`src/rtl/fetch_unit.sv`:
```
// rtl/fetch_unit.sv - instruction fetch stage with pc, memory drive and 2-entry decode buffer
//
// Purpose: holds the program counter, reads the combinational instruction
// memory at pc, and hands {instruction, pc} to decode through a 2-entry FIFO
// with a valid/ready handshake. Supports redirect, level-sensitive halt and a
// sticky out-of-range fault stop.
//
// Ports:
//   clk, rst_n          clock, asynchronous active-low reset
//   redirect_i          load redirect_pc_i (word aligned) into pc, flush buffer
//   redirect_pc_i       redirect target, bits [1:0] ignored
//   halt_i              stop fetching while high
//   mem_addr_o          memory address, always equals pc
//   mem_sel_o           memory select, constant read path
//   mem_we_o            memory write enable, constant 0
//   mem_rdata_i         instruction word for mem_addr_o, same cycle
//   instr_o, pc_o       buffer head instruction and its pc
//   instr_valid_o       buffer head valid
//   instr_ready_i       decode accepts head
//   busy_o              1 while fetching is allowed (FETCH state)
//   fault_o             sticky, pc left the memory range
module fetch_unit #(
  parameter int                    DATA_WIDTH   = 32,
  parameter int                    MEMORY_DEPTH = 64,
  parameter logic [DATA_WIDTH-1:0] RESET_PC     = '0
) (
  input  logic                  clk,
  input  logic                  rst_n,
  input  logic                  redirect_i,
  input  logic [DATA_WIDTH-1:0] redirect_pc_i,
  input  logic                  halt_i,
  output logic [DATA_WIDTH-1:0] mem_addr_o,
  output logic                  mem_sel_o,
  output logic                  mem_we_o,
  input  logic [DATA_WIDTH-1:0] mem_rdata_i,
  output logic [DATA_WIDTH-1:0] instr_o,
  output logic [DATA_WIDTH-1:0] pc_o,
  output logic                  instr_valid_o,
  input  logic                  instr_ready_i,
  output logic                  busy_o,
  output logic                  fault_o
);

  localparam logic [1:0] ST_FETCH = 2'd0;
  localparam logic [1:0] ST_HALT  = 2'd1;
  localparam logic [1:0] ST_FAULT = 2'd2;

  localparam logic [DATA_WIDTH-1:0] PC_LIMIT = DATA_WIDTH'(MEMORY_DEPTH * 4);
  localparam logic [DATA_WIDTH-1:0] PC_STEP  = DATA_WIDTH'(4);

  logic [DATA_WIDTH-1:0] pc_q, pc_d;
  logic [1:0]            state_q, state_d;
  logic [1:0]            count_q, count_d;
  logic                  head_q, head_d;
  logic [DATA_WIDTH-1:0] buf_instr_q [2];
  logic [DATA_WIDTH-1:0] buf_pc_q    [2];

  logic pop;
  logic push;
  logic tail;
  logic unused_redirect_lsbs;

  assign unused_redirect_lsbs = ^redirect_pc_i[1:0];

  assign pop  = (count_q != 2'd0) && instr_ready_i;

  // A full buffer still accepts a push when the head leaves in the same cycle.
  assign push = !redirect_i && (state_q == ST_FETCH) && !halt_i &&
                (pc_q < PC_LIMIT) && ((count_q != 2'd2) || pop);

  // Tail slot is head+count mod 2; with count==2 that is the slot the pop frees.
  assign tail = head_q ^ count_q[0];

  always_comb begin
    state_d = state_q;
    pc_d    = pc_q;
    count_d = count_q;
    head_d  = head_q;
    if (redirect_i) begin
      // Flush discards even a head offered this cycle: it is not transferred.
      state_d = ST_FETCH;
      pc_d    = {redirect_pc_i[DATA_WIDTH-1:2], 2'b00};
      count_d = 2'd0;
      head_d  = 1'b0;
    end else begin
      case (state_q)
        ST_FETCH: begin
          if (halt_i) begin
            state_d = ST_HALT;
          end else if (pc_q >= PC_LIMIT) begin
            state_d = ST_FAULT;
          end
        end
        ST_HALT: begin
          if (!halt_i) begin
            state_d = ST_FETCH;
          end
        end
        ST_FAULT: state_d = ST_FAULT;
        default:  state_d = ST_FAULT;
      endcase
      if (push) begin
        pc_d = pc_q + PC_STEP;
      end
      count_d = count_q + {1'b0, push} - {1'b0, pop};
      head_d  = head_q ^ pop;
    end
  end

  always_ff @(posedge clk or negedge rst_n) begin
    if (!rst_n) begin
      pc_q           <= RESET_PC;
      state_q        <= ST_FETCH;
      count_q        <= 2'd0;
      head_q         <= 1'b0;
      buf_instr_q[0] <= '0;
      buf_instr_q[1] <= '0;
      buf_pc_q[0]    <= '0;
      buf_pc_q[1]    <= '0;
    end else begin
      pc_q    <= pc_d;
      state_q <= state_d;
      count_q <= count_d;
      head_q  <= head_d;
      if (push) begin
        buf_instr_q[tail] <= mem_rdata_i;
        buf_pc_q[tail]    <= pc_q;
      end
    end
  end

  assign mem_addr_o    = pc_q;
  assign mem_sel_o     = 1'b1;
  assign mem_we_o      = 1'b0;
  assign instr_o       = buf_instr_q[head_q];
  assign pc_o          = buf_pc_q[head_q];
  assign instr_valid_o = (count_q != 2'd0);
  assign busy_o        = (state_q == ST_FETCH);
  // FAULT is entered only with the fault flag and left only by redirect/reset,
  // so the flag is exactly the state.
  assign fault_o       = (state_q == ST_FAULT);

endmodule

```
`config.mk`:
```
export PLATFORM = sky130hd
export DESIGN_NAME = fetch_unit
export DESIGN_NICKNAME = d
export VERILOG_FILES = /design/src/rtl/fetch_unit.sv
export SDC_FILE = /design/constraint.sdc
export NUM_CORES = 1
export LEC_CHECK = 0
export ABC_AREA = 1
export CAP_MARGIN = 20
export CELL_PAD_IN_SITES_DETAIL_PLACEMENT = 1
export CELL_PAD_IN_SITES_GLOBAL_PLACEMENT = 1
export CORE_MARGIN = 2
export CORE_UTILIZATION = 38
export CTS_BUF_LIST = sky130_fd_sc_hd__clkbuf_4 sky130_fd_sc_hd__clkbuf_8
export DETAILED_ROUTE_END_ITERATION = 10
export PLACE_DENSITY = 0.8
export SLEW_MARGIN = 40
export SYNTH_ARGS = -nofsm -noshare
export SYNTH_HDL_FRONTEND = slang
export SYNTH_SLANG_ARGS = --single-unit
```
`constraint.sdc`:
```
create_clock -name clk -period 2.4 [get_ports clk]
set_input_delay 0.6 -clock clk [delete_from_list [all_inputs] [get_ports clk]]
set_output_delay 0.6 -clock clk [all_outputs]
set_load 0.01 [all_outputs]
```
; ---- Yosys cells after proc, flatten, opt, wreduce, memory -nomap -nowiden
; Index checks and enable logic that the tools add are counted.
[totals]
register_bits = 165
in_bits = 69
output_inout_bits = 101
[classes]
mux = 19
n_lt_le_gt_ge = 5
n_reduce_logical = 13
add_sub_neg = 3
bitwise = 4
eq_ne = 5
[op_table]
columns = cell, count
row1 = $mux W32, 9
row2 = $bwmux W64, 2
row3 = $add A32 B3 Y32 const B, 1
row4 = $demux W32 S1, 1
row5 = $ge A32 B9 Y1 const B, 1
row6 = $lt A32 B9 Y1 const B, 1
row7 = $mux W2, 5
row8 = $logic_and A1 B1 Y1, 6
row9 = $ge A2 B2 Y1 const B, 2
row10 = $ne A4 B3 Y1 const B, 1
row11 = $not A1 Y2, 2
row12 = $pmux W2 S2, 1
row13 = $reduce_bool A2 Y1, 2
row14 = $ne A3 B3 Y1 const B, 1
row15 = $add A2 B1 Y2, 1
row16 = $eq A2 B1 Y1 const B, 1
row17 = $eq A2 B2 Y1 const B, 1
row18 = $logic_not A1 Y1, 2
row19 = $logic_not A2 Y1, 1
row20 = $lt A2 B1 Y1 const B, 1
row21 = $ne A2 B2 Y1 const B, 1
row22 = $reduce_and A2 Y1, 1
row23 = $sub A2 B1 Y2, 1
row24 = $xor A1 B1 Y1, 2
row25 = 2 further kinds, 2

; ---- Longest topological paths before layout
; Gate-level depths: netlist of run 1.
[depth]
word_depth = 8
mapped_depth = 13
depth_no_buf = 11

; ---- Worst setup path after synthesis of run 1
; OpenSTA, ideal clock, no wires.
[synth_path]
path_type = input to register
startpoint = input redirect_i
endpoint = register count_q[1]
t_arrival_ns = 2.053
n_path_buf = 2
setup_slack_ns = 0.216
t_required_ns = 2.269
stages = 13
setup_ns = 0.131
cell_sequence = buf_6 nor2_2 nand2_1 nor2_1 nand2_1 inv_1 nand3_2 buf_2 ha_1 inv_1 ha_1 xor2_1 nor2_1
[synth_between]
elab_chain_len = 8
[synth_lines]
columns = element, line_no
row1 = start: declaration, 29  ; input logic redirect_i,
row2 = $logic_not A1 Y1, 68  ; assign push = !redirect_i && (state_q == ST_FETCH) && !halt_i &&
row3 = $logic_and A1 B1 Y1 (3 in series), 68
row4 = $logic_and A1 B1 Y1, 69  ; (pc_q < PC_LIMIT) && ((count_q != 2'd2) || pop);
row5 = $add A2 B1 Y2, 105  ; count_d = count_q + {1'b0, push} - {1'b0, pop};
row6 = $sub A2 B1 Y2, 105
row7 = $mux W2 (*), 79  ; if (redirect_i) begin
row8 = net count_d[1], 53  ; logic [1:0] count_q, count_d;
row9 = end signal: assignment, 123  ; count_q <= count_d;
row10 = end: declaration, 53
; Mark *: on every way through the listed nets, which the timed path passes. The rest lies on a longest branch.
; A chain may end at the register's enable or synchronous reset.

; ---- Worst setup path after layout of run 1
[layout_path]
startpoint = register count_q[0]
endpoint = output instr_valid_o
[layout_between]
elab_chain_len = 1
[layout_lines]
columns = element, line_no
row1 = $reduce_bool A2 Y1, 137  ; assign instr_valid_o = (count_q != 2'd0);
row2 = end: declaration, 38  ; output logic instr_valid_o,
; No other way between the ends.

==> metrics, run 1 <==
Net Switching 1.29 mW; router iterations before antenna repair 4; Post-Route Skew 0.0168 ns; number of instances in the synthesized netlist 922; setup repair after global routing missed its margin false; maximum root-to-sink buffer count 2; cell area after technology mapping 7310 µm²; wire length of the first global-routing pass 34,000 µm; violation count after the first detailed-route iteration 296; number of global-route vias before repair 6,768; Slew @ Worst Pin 0.559 ns; register area share after synthesis 54.4%; fraction of power spent switching nets 23.7%; CP Class flip-flop to output pin; RR Endpoint count_q[1]; flops & latches, synth 159; detailed-route DRC error count 0; CTS tree built; Fmax achieved 434 MHz; area growth from synthesis to final layout 31.4%; power density over the cells 564 nW/µm²; CTS H-tree depth 4; number of buffers added by the clock tree synthesis step 17; stage delay of the slowest cell on the critical path 0.49 ns; number of unique standard cell types used by synthesis 26; layout cells sized above 1 6.30%; input/output buffers 161; cell-by-cell trace of the critical path or2_1 > clkdlybuf4s50_1; RePlAce Congestion 0.740; Die Outline Area 20,400 µm²; standard cell with the maximum stage delay on the critical path clkdlybuf4s50_1; cts-stage hold buffer count 0; internal power contribution 4.14 mW; number of clock sinks seen by CTS 159; largest fanout on the critical path 4; max-cap violation count 0; Setup Viol. Count Final 0; startpoint type of the worst setup path flip-flop; antenna violations before repair 0; met1 Resource Use GR 26.0%; pin count of the biggest net entering global routing 56; run status finished, final reports clean; count of antenna-violating nets left after detailed routing 0; endpoints failing hold 0; average wire per standard cell 15.9 µm; die extent in x 143 µm; I/O pin total 170; Rel. slew slack 62.7%; register share of total power 51.6%; worst endpoint required time 1.80 ns; # rows 50; R2R setup slack 0.35 ns; number of inserted diodes 0; height of the die 143 µm; total global routing overflow 0; FF-to-FF Start count_q[0]; post-DR vias/cell 4.95; TNS Setup 0 ns; routing usage on met3 5.67%; category of the worst setup path capture point output pin; average instance area after synthesis 7.93 µm²; clock transition at the registers of the reported paths 0.09 ns; Setup Buffers After CTS 0; post-placement worst setup slack -0.0874 ns; global router's overall resource usage 21.1%; starting density of the core 39.0%; worst vdd ir 0.323 mV; classification of the worst-slack hold path input pin to asynchronous set/reset pin; R2R depth 9; count of nets after finishing 1,140; time the worst path needs with I/O delays and setup 2.30 ns; logic gate share of total power 8.6%; crit path DAT 1.70 ns; final setup slack of the worst path 0.0981 ns; GR Util met2 36.5%; WL final 20,800 µm; placed wire-length estimate 13,300 µm; global route hottest layer met2; Slew Limit Fails 0; Root Driver clkbuf_8; area of the placeable core 18,800 µm²; Vias 6,494; latest clock arrival within the worst-skew pair 0.46 ns; warning count from the yosys run 0; Clock Power Share 39.8%; Leakage Power 5.66 nW; part of the cycle the worst path needs 95.9%
-- how the worst max path moves through the flow --
| stage | startpoint | to | slack, ns | cells after the start |
|---|---|---|---|---|
| 3_3_place_gp | redirect_i | count_q[1] | -0.01 | 12 |
| 3_5_place_dp | redirect_i | count_q[1] | -0.09 | 12 |
| 4_1_cts | head_q | pc_o[14] | -0.15 | 5 |
| 5_1_grt | head_q | pc_o[6] | 0.005 | 5 |
| 6_report | count_q[0] | instr_valid_o | 0.1 | 2 |
| 2_1_floorplan | redirect_i | count_q[1] | 0.22 | 13 |
-- state kept, by name, summed over array words and instances, names as in the netlist --
signal	cells
state_q	2
head_q	1
buf_instr_q	64
count_q	2
buf_pc_q	60
mem_addr_o	30
-- layer usage --
| metal | share of wire, % | vias up |
|---|---|---|
| li1 | - | 3149 |
| met1 | 45 | 3186 |
| met2 | 49 | 136 |
| met3 | 5.1 | 23 |
| met4 | 1.2 | 0 |
| met5 | 0 | - |
-- worst max-delay path, delay by kind of cell, from the launching register on --
family,cells,cell delay [ns]
buffers and inverters,1,0.49
flip-flops,1,0.48
AND/OR/NAND/NOR,1,0.28
-- cells by family after synthesis --
logic type	Yosys count	share of synthesized area, %
AOI/OAI and AO/OA	10	0.684
xor gates and xnor gates	7	0.941
adders and majority gates	4	0.684
buffers and inverters	132	8.18
DFF	159	54.4
other	2	0.103
and+or+nand+nor	608	35.0
-- metrics by stage --
stage               power, mW  hold slack (ns)  util [%]  cells  instance area, µm²
floorplan                2.98            0.304         -    926                7330
global placement         3.31            0.443      49.0   1280                9190
detailed placement       3.32            0.453      49.0   1280                9190
CTS                      5.48           0.0469      50.9   1311                9560
global route             5.65           0.0479      51.2   1313                9610
finish                   5.42           0.0508      51.2   1313                9610
-- area by class of cell --
class                      count  area, µm²
fill                        2250       9160
timing repair buffer         187       1900
sequential                   159       3980
tap                          234        293
clock buffer                  20        256
clock inverter                11        166
inverter                      67        254
multi-input combinational    635       2760
-- layout by cell type, fill, tap and decap left out, types with 6 or more instances in the layout --
cell type | netlist | final
inv_1 | 66 | 66
o21ai_0 | 6 | 6
clkdlybuf4s50_1 | 0 | 98
dfrtp_1 | 159 | 158
dlygate4sd2_1 | 0 | 61
nand3_1 | 29 | 29
nand2_1 | 462 | 462
nand4_1 | 76 | 76
buf_4 | 11 | 13
buf_12 | 0 | 10
clkbuf_8 | 0 | 17
nor2_1 | 31 | 31
conb_1 | 2 | 6
-- cells in the mapped netlist --
| cell | n | area share [%] |
|---|---|---|
| conb_1 | 2 | 0.10 |
| buf_4 | 11 | 1.1 |
| buf_6 | 4 | 0.62 |
| dfrtp_1 | 159 | 54 |
| clkbuf_1 | 24 | 1.2 |
| or2_2 | 1 | 0.086 |
| ha_1 | 4 | 0.68 |
| or2_1 | 1 | 0.086 |
| xor2_1 | 4 | 0.48 |
| nand3_1 | 29 | 2.0 |
| nand3_2 | 3 | 0.41 |
| a21oi_1 | 4 | 0.27 |
| nor2_4 | 1 | 0.15 |
| nor3_1 | 2 | 0.14 |
| buf_2 | 25 | 1.7 |
| nor2_1 | 31 | 1.6 |
| nor2_2 | 1 | 0.086 |
| xnor2_2 | 1 | 0.22 |
| nand4_1 | 76 | 6.5 |
| o21ai_0 | 6 | 0.41 |
| nand2_1 | 462 | 24 |
| inv_2 | 1 | 0.051 |
| nand3b_4 | 1 | 0.27 |
| inv_1 | 66 | 3.4 |
| buf_1 | 1 | 0.051 |
| xnor2_1 | 2 | 0.24 |
-- power by group through the flow --
stage          Sequential (mW)  Combinational, mW  Clock [mW]
2_1_floorplan             2.86              0.128           0
3_3_place_gp              2.84              0.467           0
3_5_place_dp              2.85              0.474           0
4_1_cts                   2.79              0.477        2.21
5_1_grt                   2.80              0.518        2.33
6_report                  2.79              0.468        2.16
-- what timing repair did --
action                     4_1_cts  5_1_grt
resized for setup               66        1
cloned                           0        2
setup endpoints to repair       62        3
(Power assumes the default switching activity.)
==> run 2, diff against run 1 <==
MAX_ROUTING_LAYER = met4   (was default)
==> metrics, run 2 (same netlist as run 1, synthesis figures left out) <==
run status finished, final reports clean; # rows 50 (unchanged); Sequential Area 3980 µm² (unchanged); height of the die 143 µm (unchanged); flip-flop count of the largest register after layout 64 (unchanged); maximum root-to-sink buffer count 2 (unchanged); clock transition at the registers of the reported paths 0.09 ns (about the same); category of the worst setup path capture point output pin; latest clock arrival within the worst-skew pair 0.46 ns (about the same); largest fanout on the critical path 4 (unchanged); power density over the cells 564 nW/µm² (about the same); Leakage Power 5.66 nW (unchanged); Fmax achieved 433 MHz (-0.26%); Post-Route Skew 0.0171 ns (+0.000352 ns); WL final 20,900 µm (+0.12%); input/output buffers 161 (unchanged); number of buffers added by the clock tree synthesis step 17 (unchanged); crit path DAT 1.71 ns (about the same); wire length of the first global-routing pass 34,000 µm (-0.16%); area of the placeable core 18,800 µm² (unchanged); standard cell with the maximum stage delay on the critical path clkdlybuf4s50_1; CTS H-tree depth 4 (unchanged); post-DR vias/cell 4.95 (about the same); number of inserted diodes 0 (unchanged); area after detailed placement 9190 µm² (unchanged); CP Class flip-flop to output pin; FF-to-FF Start count_q[0]; count of antenna-violating nets left after detailed routing 0 (unchanged); count of nets after finishing 1,140 (unchanged); most frequent cells in the layout nand2_1, dfrtp_1, clkdlybuf4s50_1; startpoint of the worst setup timing path count_q[0]; Setup Viol. Count Final 0 (unchanged); Slew @ Worst Pin 0.561 ns (+0.00164 ns); Vias 6,500 (+0.092%); router iterations before antenna repair 4 (unchanged); I/O pin total 170 (unchanged); classification of the worst-slack hold path input pin to asynchronous set/reset pin; CTS tree built; total global routing overflow 0 (unchanged); average wire per standard cell 15.9 µm (+0.12%); Slew Limit Fails 0 (unchanged); total area of multi-input combinational cells 2760 µm² (unchanged); stage delay of the slowest cell on the critical path 0.49 ns (about the same); endpoints failing hold 0 (unchanged); max-cap violation count 0 (unchanged); time the worst path needs with I/O delays and setup 2.31 ns (+0.00591 ns); Rel. slew slack 62.6% (-0.11 points); commonest non-fill, non-tap cell in the layout nand2_1; RePlAce Congestion 0.749 (+1.2%); most flop-heavy register buf_instr_q; end-of-flow core utilization 51.2% (unchanged); Setup Buffers After CTS 0 (unchanged); layout cells sized above 1 6.30% (unchanged); cell-by-cell trace of the critical path or2_1 > clkdlybuf4s50_1; fillers 2,250 (unchanged); worst vdd ir 0.327 mV (+1.1%); starting density of the core 39.0% (unchanged); worst endpoint required time 1.80 ns (about the same); global router's overall resource usage 21.8% (+0.63 points); detailed-route DRC error count 0 (unchanged); Die Outline Area 20,400 µm² (unchanged); startpoint type of the worst setup path flip-flop; final setup slack of the worst path 0.0921 ns (-0.00591 ns); number of clock sinks seen by CTS 159 (unchanged); Root Driver clkbuf_8; final non-filler cell area 9610 µm² (unchanged); post-placement worst setup slack -0.0874 ns (unchanged); area growth from synthesis to final layout 31.4% (unchanged); pin count of the biggest net entering global routing 56 (unchanged); part of the cycle the worst path needs 96.2% (+0.25 points); die extent in x 143 µm (unchanged); antenna violations before repair 0 (unchanged); number of global-route vias before repair 6,788 (+0.30%); violation count after the first detailed-route iteration 290 (-2.0%); placed wire-length estimate 13,300 µm (unchanged); setup repair after global routing missed its margin false
==> run 2: cell counts in the layout (fill, tap and decap cells not counted) <==
Identical to the previous run, type by type.
==> run 2: report_power, final <==
group	switching [mW]	internal, mW
logic	0.218	0.249
registers	0.0663	2.73
clock network	0.999	1.16
==> run 2: path summary, 6_finish.rpt <==
| kind | to | slack (ns) | cells past startpoint |
|---|---|---|---|
| worst max-delay path | instr_valid_o | 0.09 | 2 |
| worst min-delay path | mem_addr_o[23] | 0.05 | 1 |
| worst max register to register | count_q[1] | 0.35 | 9 |
| worst min register to register | state_q[0] | 0.47 | 1 |
| max in group asynchronous | buf_instr_q[24] | 1.68 | 2 |
| min in group clk | state_q[0] | 0.47 | 1 |
==> run 2: metal layers <==
metal  vias up  wire, µm  part of all wire, %  track usage (%)
li1       3146         -                    -                -
met4         0       253                  1.2             5.94
met5         -         0                    0                -
met3        21       871                  4.2             5.00
met1      3203      9400                   45             26.5
met2       130     10300                   50             36.6
==> run 2: what timing repair did <==
action,CTS,global route
gates resized for setup,66,1
setup endpoints to repair,62,3
hold buffers,0,0
pin swaps,0,0
cloned,0,2
==> run 2: cell type report <==
| type | instances | share of cell area, % |
|---|---|---|
| clock inverter | 11 | 1.73 |
| sequential | 159 | 41.4 |
| timing repair buffer | 187 | 19.7 |
| multi-input combinational | 635 | 28.8 |
| tap | 234 | 3.05 |
| clock buffer | 20 | 2.67 |
| inverter | 67 | 2.64 |
==> run 2: stage by stage <==
stage	hold WS [ns]	cells	setup TNS [ns]	power [mW]
2_1_floorplan	0.304	926	0	2.98
3_3_place_gp	0.443	1280	-0.0144	3.31
3_5_place_dp	0.453	1280	-0.148	3.32
4_1_cts	0.0469	1311	-0.148	5.48
5_1_grt	0.0470	1313	0	5.65
6_report	0.0502	1313	0	5.42
==> run 2: worst max-delay path: cells and delay by family (launching register included) <==
family                 cells  cell delay [ns]
buffers and inverters      1             0.49
and+or+nand+nor            1             0.28
DFF                        1             0.48
==> run 3, diff against run 2 <==
ABC_CLOCK_PERIOD_IN_PS = 2400   (was default)
==> results of run 3 <==
Final layout, timing and power as in run 2 (identical DEF).
